File: src/rtl/difftest_step_batcher_if.sv
// Commit-count input bundle and step/status outputs of difftest_step_batcher.
// master = testbench/driver side, slave = batcher side.
interface difftest_step_batcher_if #(
  parameter int STEPWIDTH = 8,
  parameter int IN_WIDTH  = 4
);
  logic                 in_valid;
  logic [IN_WIDTH-1:0]  in_count;
  logic                 flush_req;
  logic [7:0]           simv_result;
  logic [STEPWIDTH-1:0] step;
  logic                 halted;
  logic [STEPWIDTH-1:0] pending;
  logic [31:0]          dropped;

  modport master (
    output in_valid, in_count, flush_req, simv_result,
    input  step, halted, pending, dropped
  );

  modport slave (
    input  in_valid, in_count, flush_req, simv_result,
    output step, halted, pending, dropped
  );
endinterface

File: src/rtl/difftest_step_batcher.sv
// Batches per-cycle commit counts into single-cycle step pulses; stops once the host reports a result.
// Optional idle-timeout flush is enabled by defining DIFFTEST_STEP_TIMEOUT_EN.
module difftest_step_batcher #(
  parameter int STEPWIDTH = 8,
  parameter int IN_WIDTH  = 4,
  parameter int THRESHOLD = 64,
  parameter int TIMEOUT   = 1024
) (
  input  logic                     clock,
  input  logic                     reset,
  difftest_step_batcher_if.slave   bus
);
  localparam int SW = STEPWIDTH;
  localparam logic [SW:0] MAXV = {1'b0, {SW{1'b1}}};
  localparam logic [SW:0] THR  = (SW+1)'(THRESHOLD);

  typedef enum logic {RUN, HALT} state_t;

  state_t         state_reg, state_next;
  logic [SW-1:0]  acc_reg, acc_next;
  logic [SW-1:0]  step_reg, step_next;
  logic [31:0]    dropped_reg, dropped_next;

  logic [SW:0]    inc, sum;
  logic [32:0]    dropped_sum;
  logic           overflow, stop_seen, timeout_hit;

  assign inc         = bus.in_valid ? (SW+1)'(bus.in_count) : '0;
  assign sum         = {1'b0, acc_reg} + inc;
  assign overflow    = sum > MAXV;
  assign stop_seen   = bus.simv_result != 8'd0;
  assign dropped_sum = {1'b0, dropped_reg} + 33'(inc);

`ifdef DIFFTEST_STEP_TIMEOUT_EN
  localparam int IW = $clog2(TIMEOUT) + 1;
  logic [IW-1:0] idle_reg, idle_next;
  assign timeout_hit = (idle_reg == IW'(TIMEOUT - 1)) && (acc_reg != '0);
`else
  // Without the idle counter a partial batch only leaves via threshold, flush_req or overflow.
  assign timeout_hit = 1'b0 & (TIMEOUT > 0);
`endif

  always_ff @(posedge clock) begin
    if (!reset) begin
      state_reg   <= RUN;
      acc_reg     <= '0;
      step_reg    <= '0;
      dropped_reg <= '0;
`ifdef DIFFTEST_STEP_TIMEOUT_EN
      idle_reg    <= '0;
`endif
    end else begin
      state_reg   <= state_next;
      acc_reg     <= acc_next;
      step_reg    <= step_next;
      dropped_reg <= dropped_next;
`ifdef DIFFTEST_STEP_TIMEOUT_EN
      idle_reg    <= idle_next;
`endif
    end
  end

  always_comb begin
    state_next   = state_reg;
    acc_next     = acc_reg;
    step_next    = '0;
    dropped_next = dropped_reg;
`ifdef DIFFTEST_STEP_TIMEOUT_EN
    idle_next    = '0;
`endif
    case (state_reg)
      RUN: begin
        if (stop_seen) begin
          // Halt-entry: no pulse, keep this cycle's work in acc (saturated).
          state_next = HALT;
          acc_next   = overflow ? MAXV[SW-1:0] : sum[SW-1:0];
        end else if (overflow) begin
          step_next = acc_reg;
          acc_next  = inc[SW-1:0];
        end else if (sum >= THR || ((bus.flush_req || timeout_hit) && sum != '0)) begin
          step_next = sum[SW-1:0];
          acc_next  = '0;
        end else begin
          acc_next = sum[SW-1:0];
`ifdef DIFFTEST_STEP_TIMEOUT_EN
          idle_next = (acc_reg != '0) ? idle_reg + 1'b1 : '0;
`endif
        end
      end
      default: begin
        dropped_next = dropped_sum[32] ? 32'hFFFF_FFFF : dropped_sum[31:0];
      end
    endcase
  end

  always_comb begin
    bus.step    = step_reg;
    bus.halted  = (state_reg == HALT);
    bus.pending = acc_reg;
    bus.dropped = dropped_reg;
  end
endmodule

File: src/flat_wrapper.sv
// flat-port wrapper written by rule: the top's interface ports become plain ports
module difftest_step_batcher_flat 
#(
  parameter int STEPWIDTH = 8,
  parameter int IN_WIDTH  = 4,
  parameter int THRESHOLD = 64,
  parameter int TIMEOUT   = 1024
)
  (clock, reset, bus_in_valid, bus_in_count, bus_flush_req, bus_simv_result, bus_step, bus_halted, bus_pending, bus_dropped);
  difftest_step_batcher_if #(.STEPWIDTH(STEPWIDTH), .IN_WIDTH(IN_WIDTH)) bus_i ();
  input  logic clock;
  input  logic reset;
  input wire logic [$bits(bus_i.in_valid)-1:0] bus_in_valid;
  input wire logic [$bits(bus_i.in_count)-1:0] bus_in_count;
  input wire logic [$bits(bus_i.flush_req)-1:0] bus_flush_req;
  input wire logic [$bits(bus_i.simv_result)-1:0] bus_simv_result;
  output wire logic [$bits(bus_i.step)-1:0] bus_step;
  output wire logic [$bits(bus_i.halted)-1:0] bus_halted;
  output wire logic [$bits(bus_i.pending)-1:0] bus_pending;
  output wire logic [$bits(bus_i.dropped)-1:0] bus_dropped;
  assign bus_i.in_valid = bus_in_valid;
  assign bus_i.in_count = bus_in_count;
  assign bus_i.flush_req = bus_flush_req;
  assign bus_i.simv_result = bus_simv_result;
  assign bus_step = bus_i.step;
  assign bus_halted = bus_i.halted;
  assign bus_pending = bus_i.pending;
  assign bus_dropped = bus_i.dropped;
  difftest_step_batcher #(.STEPWIDTH(STEPWIDTH), .IN_WIDTH(IN_WIDTH), .THRESHOLD(THRESHOLD), .TIMEOUT(TIMEOUT)) u_core (.clock(clock), .reset(reset), .bus(bus_i));
endmodule
File: config.mk
export PLATFORM = sky130hd
export DESIGN_NAME = difftest_step_batcher_flat
export DESIGN_NICKNAME = d
export VERILOG_FILES = /design/src/rtl/difftest_step_batcher_if.sv /design/src/rtl/difftest_step_batcher.sv /design/src/flat_wrapper.sv
export SDC_FILE = /design/constraint.sdc
export NUM_CORES = 1
export LEC_CHECK = 0
export CORE_MARGIN = 3
export CORE_UTILIZATION = 35
export DETAILED_ROUTE_END_ITERATION = 16
export GPL_TIMING_DRIVEN = 0
export MAX_ROUTING_LAYER = met4
export RECOVER_POWER = 25
export SYNTH_ARGS = -nofsm -noshare
export SYNTH_HDL_FRONTEND = slang
export SYNTH_SLANG_ARGS = --single-unit
File: constraint.sdc
create_clock -name clock -period 3.25 [get_ports clock]
set_input_delay 0.65 -clock clock [delete_from_list [all_inputs] [get_ports clock]]
set_output_delay 0.65 -clock clock [all_outputs]
set_load 0.01 [all_outputs]
After elaboration in Yosys (flattened, before gate mapping). Index checks and enable logic that the tools add are counted.

Add/sub/neg operators: 2. Multiply operators: 0. Div/mod/pow operators: 0. Magnitude comparators: 2. Equal/unequal tests: 0. Shifts and indexed selects: 0. Muxes and demuxes: 10. Bitwise operators: 1. Reductions and logical operators: 5.

Operators by type and width (count): $mux W8 (6); $add A32 B9 Y33 (1); $mux W32 (1); $add A8 B9 Y9 (1); $ge A9 B7 Y1 const B (1); $gt A9 B8 Y1 const B (1); $reduce_bool A9 Y1 (1); $reduce_bool A8 Y1 (1); $mux W4 (1); $reduce_or A3 Y1 (1); $mux W1 (2); $logic_and A1 B1 Y1 (1); $logic_or A1 B1 Y1 (1); $not A1 Y1 (1).

Register bits after elaboration: 49. Bits in latches: 0. Bits in writable memories: 0. ROM bits: 0. Bits of input ports: 16. Output and inout bits: 49. Word-level logic and storage cells: 24. Memories: 0.

Longest topological paths before layout.
Depth in word-level cells: 8. Mapped depth: 12. Depth with buffers taken out: 10.

Worst setup path after synthesis. OpenSTA, ideal clock, no wires.

Kind: input to register. Start point: in bus_in_valid. End point: reg u_core.acc_reg[1] (netlist: u_core.bus.pending[1]). Library setup time: 88 ps. Data arrival time: 2834 ps. Required time: 3162 ps. Slack: 327 ps. Stages: 11. Path buffers: 1. Path through: buf_6 -> and2_1 -> ha_1 -> ha_1 -> a211o_1 -> o221a_4 -> xnor2_2 -> nand3_2 -> o41ai_4 -> nand3_1 -> a311oi_2.

Cells in the longest elaborated chain, start to end: 8. Elaborated cells on any way between the ends: 11. Classes of those cells: add/sub (1); order compare (2); mux (5); reduce/logical (3).

Ends and longest elaborated chain: start: declaration (RTL line flat_wrapper.sv:13) `input wire logic [$bits(bus_i.in_valid)-1:0] bus_in_valid;`; $mux W4 * (RTL line difftest_step_batcher.sv:28) `assign inc = bus.in_valid ? (SW+1)'(bus.in_count) : '0;`; parallel branches: the longest is 6 deep, another holds $add A8 B9 Y9; $mux W8 * (RTL line difftest_step_batcher.sv:73) `if (stop_seen) begin`; end signal: assignment (RTL line difftest_step_batcher.sv:54) `acc_reg <= acc_next;`; end: declaration (RTL line difftest_step_batcher.sv:20) `logic [SW-1:0] acc_reg, acc_next;`.

Every way passes the cells marked *. A chain may end at the register's enable or synchronous reset.

Worst setup path in the final report.
Start point: in bus_in_count[0]. End point: reg u_core.acc_reg[0] (netlist: u_core.bus.pending[0]).

Cells in the longest elaborated chain, start to end: 8. Elaborated cells on any way between the ends: 11. Classes of those cells: add/sub (1); order compare (2); mux (5); reduce/logical (3).

Ends and longest elaborated chain: start: declaration (RTL line flat_wrapper.sv:14) `input wire logic [$bits(bus_i.in_count)-1:0] bus_in_count;`; $mux W4 * (RTL line difftest_step_batcher.sv:28); parallel branches: the longest is 6 deep, another holds $add A8 B9 Y9; $mux W8 * (RTL line difftest_step_batcher.sv:73).

Marked as above.

==> reports/metrics.yaml <==
synth:
  ys_seq_area_share_pct: 35.5
  synth_edf_count: 0
  yosysWarnings: 0
  synth_fp_nets: 353
  synth-seq-cells: 49
  synthFlopType: "dfxtp_1"
  avgSynthCellArea_um2: 8.34
  synth_cell_types: 56
  synthArstFlopShare_pct: 0
  postSynthCellCount: 331
  syn_area_mm2: 0.00276
route:
  drc_errors: 0
  wl_per_cell_um: 15.1
  drtIter0Drc: 89
  avgViaCountPerCell: 5.32
  ant_nets: 0
  dr.pass1.iters: 6
  dr_total_vias: 2714
  routed_wl_um: 7730
clock_tree:
  cts_hold_buffers: 0
  cts_root_buf: "clkbuf_8"
  cts_buffers: 5
  cts_buffer_depth: 2
  htree_num_levels: 2
  cts_sinks: 49
  clkTransAtPathRegs_ps: 90
  clk_latency_ps: 300
  cts_tree: "done"
run:
  cap_violations: 0
floorplan:
  core_area_mm2: 0.00745
  num_rows: 31
  start_util_pct: 37.1
  die_w_um: 94.8
  die_y_um: 94.8
  die-area_mm2: 0.00899
  io_pins: 65
final_layout:
  nets: 432
  mostFrequentLayoutCell: "dfxtp_1"
  multi_input_area_mm2: 0.00166
  diodes: 0
  layout-drive-gt1-share_pct: 12.7
  final_cell_mix: "dfxtp_1 (49), a21oi_1 (44), clkdlybuf4s50_1 (38), nand2_1 (30), dlygate4sd3_1 (24)"
  final_area_mm2: 0.00372
  largest_register_ffs: 32
  fillerInstances: 730
  syn2layout_area_growth_pct: 34.8
  ff_latch_area_um2: 981
worst_setup_path:
  critical_path.top_delay_family: "compound AO/OA/AOI/OAI gates"
  critical_path.max_stage_delay_ps: 410
  cp_cell_sequence: "clkdlybuf4s50_1 -> and2_2 -> ha_4 -> ha_2 -> buf_4 -> a21oi_2 -> o221a_4 -> xnor2_2 -> nand3_2 -> o41ai_4 -> buf_4 -> and3_2 -> o31a_1"
  worst_path_most_repeated_cell: "buf_4"
  cp-end-kind: "flop"
  required_ps: 3500
  cp.buffers_inverters: 3
  path_class: "input port to flop"
  crit_path_start_kind: "input port"
  crit_arrival_ps: 3340
  cp_max_fo: 4
  slowest_stage: "o41ai_4"
placed_design:
  dp_slack_ps: -610
  place_area_mm2: 0.00353
  dp_hpwl_um: 5550
  gp_congestion: 0.862
  io_buffers: 64
global_route:
  grt_pass1_wl_um: 12500
  grt_usage_pct: 17.9
  grt_pass1_vias: 2656
  antenna_found_initial: 0
  grt_max_degree: 15
  grt-ovfl-total: 0
power_and_ir_drop:
  power_density_mw_per_mm2: 328
  report.power.total_w: 0.00122
  peakVddDrop_mv: 0.169
  power.leakage_nw: 1.40
timing:
  max_freq_mhz: 323
  finalHoldWorstSlack_ps: 547
  max-slew-margin-rel_pct: 50.4
  hold_viol: 0
  worst_pin_slew_ps: 738
  drv_slew: 0
  setup_viol_count_final: 0
  fin_crit_sh_pct: 95.2
  layout_setup_ws_ps: 155
  rsz0062_at_grt: "false"
  layout_min_cycle_time_ps: 3090
  finalClockSkew_ps: 4.61
  tns_ps: 0
run_status:
  status: "finished, final reports clean"
min_path:
  hold_class: "flop to flop"
## metal layers
metal  vias to the layer above  GRT usage, %  share of wire (%)
li1                       1353             -                  -
met1                      1271          22.9                 47
met2                        82          28.7                 47
met3                         8          3.59                5.1
met4                         0          5.05                1.1
met5                         -             -                  0
## report_power, final
part           total, W  internal (W)  switching (W)  leakage, nW
registers      0.000619      0.000609     0.00000994        0.396
logic          0.000202     0.0000956       0.000106        0.947
clock network  0.000398      0.000193       0.000206       0.0542
total           0.00122      0.000898       0.000322         1.40
## worst reg2reg max path: cells and delay by family, from the launching register on
| kind | cells | cell delay (ps) |
|---|---|---|
| AO/OA/AOI/OAI | 4 | 820 |
| buffers and inverters | 3 | 530 |
| AND/OR/NAND/NOR | 2 | 350 |
| flip-flops | 1 | 330 |
| XOR/XNOR | 2 | 310 |
| adder cells (fa/ha/maj) | 1 | 230 |
## final timing paths
path | from | slack [ps] | endpoint | cells past startpoint
setup / recovery | bus_in_count[0] | 160 | u_core.bus.pending[0] | 13
hold / removal | u_core.bus.dropped[28] | 550 | u_core.bus.dropped[28] | 2
setup reg to reg | u_core.bus.pending[1] | 640 | u_core.bus.pending[0] | 12
hold reg to reg | u_core.bus.dropped[28] | 550 | u_core.bus.dropped[28] | 2
## through the flow
stage               std cells  utilization, %
finish                    510            50.0
global placement          494            47.3
floorplan                 331               -
CTS                       505            49.1
global route              510            50.0
detailed placement        494            47.3
## what timing repair did
action / 4_1_cts / 5_1_grt
setup endpoints to repair: 17 / 16
pin swaps: 4 / 3
hold endpoints to repair: 0 / 0
gates resized for setup: 4 / 8
setup buffers: 3 / 5
## cell type report
cell class	count	share of cell area, %
Timing Repair Buffer	72	18.8
Tap cell	99	3.33
Clock buffer	7	2.59
Sequential cell	49	26.4
Buffer	19	2.99
Multi-Input combinational cell	251	44.6
Inverter	12	1.21
Clock inverter	1	0.134
## cells by family (layout without fill, tap and decap cells)
kind of cell | count (synthesis) | count (layout) | share of synthesized area [%]
adder cells (fa/ha/maj) | 6 | 6 | 2.72
AO/OA/AOI/OAI | 94 | 94 | 23.6
XOR/XNOR | 30 | 30 | 9.79
flip-flops | 49 | 49 | 35.5
multiplexers | 3 | 3 | 1.09
buffers and inverters | 31 | 111 | 5.53
AND/OR/NAND/NOR | 118 | 118 | 21.8
## Yosys cell counts, types with 2 or more instances
cell	instances	area, um2
a211oi_1	2	15.0
a21o_1	2	15.0
a21oi_1	45	225
a22o_1	2	17.5
a311o_2	3	33.8
a41oi_1	3	26.3
and2_1	8	50.1
and3_1	6	37.5
and4_1	2	17.5
buf_2	8	40.0
buf_6	3	33.8
clkbuf_1	7	26.3
dfxtp_1	49	981
ha_1	6	75.1
inv_1	12	45.0
mux2i_1	3	30.0
nand2_1	30	113
nand3_1	15	75.1
nand3_2	2	20.0
nand4_1	13	81.3
nand4b_1	2	17.5
nor2_1	23	86.3
nor3_1	7	35.0
nor4_1	3	18.8
o21ai_0	13	65.1
o311a_1	2	20.0
o31ai_1	3	22.5
or2_2	2	12.5
xnor2_1	15	131
xor2_1	14	123
(Power assumes the default switching activity.)
